===== src/rtl/wb_sdr_arbiter.sv =====
// wb_sdr_arbiter: round-robin arbiter that lets two Wishbone masters share one SDRAM controller port.
// Grants are registered FSM states, and an idle cycle is always inserted between two grants.
// Optional feature: define ARB_TIMEOUT_EN to enable the stall watchdog.
// With the watchdog, a grant that stalls for TIMEOUT cycles is aborted and the master gets a one-cycle err pulse.
module wb_sdr_arbiter #(
    parameter int unsigned dw      = 32,
    parameter int unsigned APP_AW  = 26,
    parameter int unsigned TIMEOUT = 255
) (
    input  logic              wb_clk_i,
    input  logic              wb_rst_i,
    input  logic              sdr_init_done,
    input  logic              m0_cyc_i,
    input  logic              m0_stb_i,
    input  logic              m0_we_i,
    input  logic [APP_AW-1:0] m0_addr_i,
    input  logic [dw-1:0]     m0_dat_i,
    input  logic [dw/8-1:0]   m0_sel_i,
    input  logic [2:0]        m0_cti_i,
    output logic              m0_ack_o,
    output logic [dw-1:0]     m0_dat_o,
    output logic              m0_err_o,
    input  logic              m1_cyc_i,
    input  logic              m1_stb_i,
    input  logic              m1_we_i,
    input  logic [APP_AW-1:0] m1_addr_i,
    input  logic [dw-1:0]     m1_dat_i,
    input  logic [dw/8-1:0]   m1_sel_i,
    input  logic [2:0]        m1_cti_i,
    output logic              m1_ack_o,
    output logic [dw-1:0]     m1_dat_o,
    output logic              m1_err_o,
    output logic              s_cyc_o,
    output logic              s_stb_o,
    output logic              s_we_o,
    output logic [APP_AW-1:0] s_addr_o,
    output logic [dw-1:0]     s_dat_o,
    output logic [dw/8-1:0]   s_sel_o,
    output logic [2:0]        s_cti_o,
    input  logic              s_ack_i,
    input  logic [dw-1:0]     s_dat_i
);

    typedef enum logic [1:0] {
        IDLE = 2'd0,
        GNT0 = 2'd1,
        GNT1 = 2'd2
    } state_t;

    state_t state_q, state_d;
    logic   ptr_q, ptr_d;       // master granted most recently; a tie goes to the other one
    logic   timeout0_c, timeout1_c;

    // Reject watchdog limits outside the supported range at elaboration
    if (TIMEOUT < 8 || TIMEOUT > 65535) begin : g_bad_timeout
        $error("wb_sdr_arbiter: TIMEOUT must be within 8..65535");
    end

`ifdef ARB_TIMEOUT_EN
    localparam int unsigned CW = 16;

    logic [CW-1:0] cnt_q, cnt_d;
    logic          err0_q, err0_d, err1_q, err1_d;
    logic          stall_c;

    // Stall detection and watchdog limit check for the granted master
    always_comb begin
        stall_c    = 1'b0;
        timeout0_c = 1'b0;
        timeout1_c = 1'b0;
        if (state_q == GNT0) begin
            stall_c = m0_stb_i && !s_ack_i;
        end else if (state_q == GNT1) begin
            stall_c = m1_stb_i && !s_ack_i;
        end
        if (stall_c && (cnt_q == CW'(TIMEOUT - 1))) begin
            timeout0_c = (state_q == GNT0) && m0_cyc_i;
            timeout1_c = (state_q == GNT1) && m1_cyc_i;
        end
    end

    // Watchdog counter: counts stalled cycles and clears on ack or when the grant ends
    always_comb begin
        cnt_d  = cnt_q;
        err0_d = timeout0_c;
        err1_d = timeout1_c;
        if (state_q == IDLE || state_d == IDLE || s_ack_i) begin
            cnt_d = '0;
        end else if (stall_c) begin
            cnt_d = cnt_q + CW'(1);
        end
    end

    // Watchdog registers
    always_ff @(posedge wb_clk_i) begin
        if (wb_rst_i) begin
            cnt_q  <= '0;
            err0_q <= 1'b0;
            err1_q <= 1'b0;
        end else begin
            cnt_q  <= cnt_d;
            err0_q <= err0_d;
            err1_q <= err1_d;
        end
    end

    assign m0_err_o = err0_q;
    assign m1_err_o = err1_q;
`else
    assign timeout0_c = 1'b0;
    assign timeout1_c = 1'b0;
    assign m0_err_o   = 1'b0;
    assign m1_err_o   = 1'b0;
`endif

    // Next grant: idle only issues grants once SDRAM init is done; a grant lasts while its cyc stays high
    always_comb begin
        state_d = state_q;
        ptr_d   = ptr_q;
        unique case (state_q)
            IDLE: begin
                if (sdr_init_done) begin
                    if (m0_cyc_i && m1_cyc_i) begin
                        if (ptr_q) begin
                            state_d = GNT0;
                            ptr_d   = 1'b0;
                        end else begin
                            state_d = GNT1;
                            ptr_d   = 1'b1;
                        end
                    end else if (m0_cyc_i) begin
                        state_d = GNT0;
                        ptr_d   = 1'b0;
                    end else if (m1_cyc_i) begin
                        state_d = GNT1;
                        ptr_d   = 1'b1;
                    end
                end
            end
            GNT0: begin
                if (!m0_cyc_i || timeout0_c) begin
                    state_d = IDLE;
                end
            end
            GNT1: begin
                if (!m1_cyc_i || timeout1_c) begin
                    state_d = IDLE;
                end
            end
            default: state_d = IDLE;
        endcase
    end

    // Grant state and round-robin pointer
    always_ff @(posedge wb_clk_i) begin
        if (wb_rst_i) begin
            state_q <= IDLE;
            ptr_q   <= 1'b1;
        end else begin
            state_q <= state_d;
            ptr_q   <= ptr_d;
        end
    end

    // Route the granted master to the controller and the controller back to it; all zero while idle
    always_comb begin
        s_cyc_o  = 1'b0;
        s_stb_o  = 1'b0;
        s_we_o   = 1'b0;
        s_addr_o = '0;
        s_dat_o  = '0;
        s_sel_o  = '0;
        s_cti_o  = '0;
        m0_ack_o = 1'b0;
        m0_dat_o = '0;
        m1_ack_o = 1'b0;
        m1_dat_o = '0;
        unique case (state_q)
            GNT0: begin
                s_cyc_o  = m0_cyc_i;
                s_stb_o  = m0_stb_i;
                s_we_o   = m0_we_i;
                s_addr_o = m0_addr_i;
                s_dat_o  = m0_dat_i;
                s_sel_o  = m0_sel_i;
                s_cti_o  = m0_cti_i;
                m0_ack_o = s_ack_i;
                m0_dat_o = s_dat_i;
            end
            GNT1: begin
                s_cyc_o  = m1_cyc_i;
                s_stb_o  = m1_stb_i;
                s_we_o   = m1_we_i;
                s_addr_o = m1_addr_i;
                s_dat_o  = m1_dat_i;
                s_sel_o  = m1_sel_i;
                s_cti_o  = m1_cti_i;
                m1_ack_o = s_ack_i;
                m1_dat_o = s_dat_i;
            end
            default: ;
        endcase
    end

endmodule


===== config.mk =====
export PLATFORM = sky130hd
export DESIGN_NAME = wb_sdr_arbiter
export DESIGN_NICKNAME = d
export VERILOG_FILES = /design/src/rtl/wb_sdr_arbiter.sv
export SDC_FILE = /design/constraint.sdc
export NUM_CORES = 1
export LEC_CHECK = 0
export CORE_AREA = 2 2 118 120
export DETAILED_ROUTE_END_ITERATION = 8
export DIE_AREA = 0 0 120 122
export GPL_ROUTABILITY_DRIVEN = 0
export SLEW_MARGIN = 10
export SYNTH_ARGS = -nofsm -noshare
export SYNTH_HDL_FRONTEND = slang
export SYNTH_SLANG_ARGS = --single-unit

===== constraint.sdc =====
create_clock -name wb_clk_i -period 1.4 [get_ports wb_clk_i]
set_input_delay 0.14 -clock wb_clk_i [delete_from_list [all_inputs] [get_ports wb_clk_i]]
set_output_delay 0.14 -clock wb_clk_i [all_outputs]
set_load 0.05 [all_outputs]

==> key figures <==
Yosys
  • Synth Warn #: 0
  • Average cell area after synthesis: about 6.7 um2
  • Post-Synth Simple-Gate Area: between 50% and 60%
  • Register bit total from synthesis: 3
  • Compound-gate portion of the synthesized area: 31.35%
  • Mux contribution to synthesized area: 1.159%
  • Largest family of logic cells by synthesized area: simple AND/OR/NAND/NOR gates
  • Distinct cell type count after synthesis: 19
  • Post-Synth XOR/XNOR Area: 0%
  • Sequential share of the synthesized area: 3.476%
  • Mapped cell area: approximately 1700 um2
  • Adder-Cell Fraction of Synth Area: 2.896%
  • Syn Inst Count: 258

Placed design
  • DP Area: just over 7000 um2
  • Hpwl dp: 11220 um
  • Post-Place Worst Slack: -172.0 ps
  • Placed Cells: 745
  • Buffers added on ports: 305

Setup path
  • Worst Setup End Kind: output pin
  • Critical Path RT: 1260 ps
  • Max Fanout on Critical Path: 10
  • Worst Path Arrival: 1640 ps
  • CP Launch Type: flop
  • Crit path kind: flop to output pin

STA
  • Final setup margin: -377.2 ps
  • FMAX: 562.7 MHz
  • RSZ-0062 raised after global routing: yes
  • Worst hold slack: 497.3 ps
  • Final setup vio count: 136
  • Final Max Tran Viols: 0
  • Period utilization: 126.9%
  • Final Hold Vio Count: 0
  • Fin crit period: 1777 ps
  • Total Neg Setup Slack: -38400 ps
  • Final clock skew: about 3.2 ps

GRT
  • Total GRT Usage: 19.30%
  • Grt total ovfl: 0
  • Vias in the first global route: 3637
  • Initial antenna violation count: 0
  • Largest net degree at the start of global routing: 40
  • First-pass GRT wire length: 21620 um

Finish
  • Design Area, Final: just over 8000 um2
  • Net count, final: around 780
  • Fin cells: between 700 and 800
  • Final core utilization: roughly 60%
  • Share of cells above drive strength 1: 63.04%
  • Diodes inserted: 0
  • FILL cells: 1076
  • Syn-to-layout area delta: 366.0%
  • Commonest non-fill, non-tap cell in the layout: clkdlybuf4s50_1
  • Most frequent cells in the layout: clkdlybuf4s50_1, buf_12, nor2b_4

Route
  • Routed Antenna Nets: 0
  • Number of vias in the routed layout: around 3400
  • Wire per inst: roughly 20 um
  • DR pass1 iterations: 4
  • Routed wire length: 15820 um
  • Via density: 4.414
  • DRC viols: 0
  • Starting DRC count in detailed routing: 90

Clock tree
  • Num CTS Buffers: 3
  • Worst-skew pair later-pin latency: roughly 220 ps
  • CTS tree: done
  • CTS Buffer Depth: 2
  • Clk sinks: 3
  • Clk slew on worst S/H paths: approximately 30 ps
  • CTS Root Cell: clkbuf_16
  • Max H-tree Level: 1

Job
  • Max_cap viols: 0

Run status
  • Failing checks: negative setup slack
  • Status: complete, but fails checks

Power
  • Pwr Total: slightly above 7 mW
  • Pleak: ~3 nW
  • PwrDens: 893.9 nW/um2
  • Peak supply drop: ~0.39 mV

Worst hold path
  • Worst min path class: flop to flop

Floorplanning
  • Core area: 13500 um2
  • Ports: 308
  • Die area: 14640 um2
  • Chip height: 122 um
  • Num rows: between 40 and 50
  • Initial Utilization: between 10% and 20%
  • Horiz. Die Dim: around 120 um
## path summary, 6_finish.rpt
| kind | startpoint | to | slack [ps] | cells after the start |
|---|---|---|---|---|
| setup / recovery | state_q[1] | s_sel_o[0] | -380 | 7 |
| hold / removal | ptr_q | ptr_q | 500 | 1 |
| setup reg to reg | state_q[1] | state_q[0] | -90 | 6 |
| hold reg to reg | ptr_q | ptr_q | 500 | 1 |
## where the power goes
| group | internal [mW] | switching (mW) | total (mW) | leakage (nW) |
|---|---|---|---|---|
| clock network | 0.376 | 0.0756 | 0.451 | 0.0382 |
| registers | 0.104 | 0.0213 | 0.125 | 0.0261 |
| logic | 3.66 | 2.96 | 6.62 | 2.86 |
## Yosys cell counts (all sizes together)
cell,instances,area (um2)
inv,4,15.01
mux2i,2,20.02
a221o,1,10.01
nand2,1,3.750
and2,67,419.2
o21ai,1,5.000
a22oi,68,515.5
nand3b,1,7.510
o311a,1,11.26
conb,1,3.750
clkbuf,13,48.80
nand2b,3,18.77
ha,4,50.05
nor2b,70,437.9
dfxtp,3,60.06
buf,18,101.3
## kinds of logic (layout without fill, tap and decap cells)
family / Yosys count / in the layout
AND/OR/NAND/NOR: 142 / 142
AO/OA/AOI/OAI: 71 / 71
buffers and inverters: 35 / 374
adder cells (fa/ha/maj): 4 / 4
flip-flops: 3 / 3
multiplexers: 2 / 2
other: 1 / 2
## critical path: stages (launching register included)
cell     delay (ps)
dfxtp_4         370
inv_4            50
buf_6           110
ha_4            290
buf_8           130
buf_12          130
nor2b_4         180
buf_12          150
## sequential cells by signal, summed over array words and instances (netlist names)
register and cells:
state_q 2, ptr_q 1
## area by class of cell
cell class / count / area (um2) / share of cell area (%)
timing repair buffer: 366 / 5266 / 65.40
multi-input combinational: 221 / 2395 / 29.74
tap: 180 / 225.2 / 2.797
clock buffer: 4 / 78.83 / 0.9789
sequential: 3 / 67.56 / 0.8390
inverter: 4 / 20.02 / 0.2486
## timing repair
| action | CTS | global route |
|---|---|---|
| endpoints found under the setup margin | 136 | 137 |
| pin swaps | 24 | 4 |
| hold buffers | 0 | 0 |
| setup buffers | 14 | 6 |
| gates cloned | 10 | 7 |
| hold endpoints to repair | 0 | 0 |
| gates resized for setup | 98 | 50 |
## metal layers
metal  GRT usage (%)  part of all wire (%)  routed length [um]
met2           39.45                    57                8949
met3           6.788                    11                1670
met5               0                     0                   0
met4           3.529                   1.3                 211
met1           18.46                    32                4990
(Power assumes the default switching activity.)
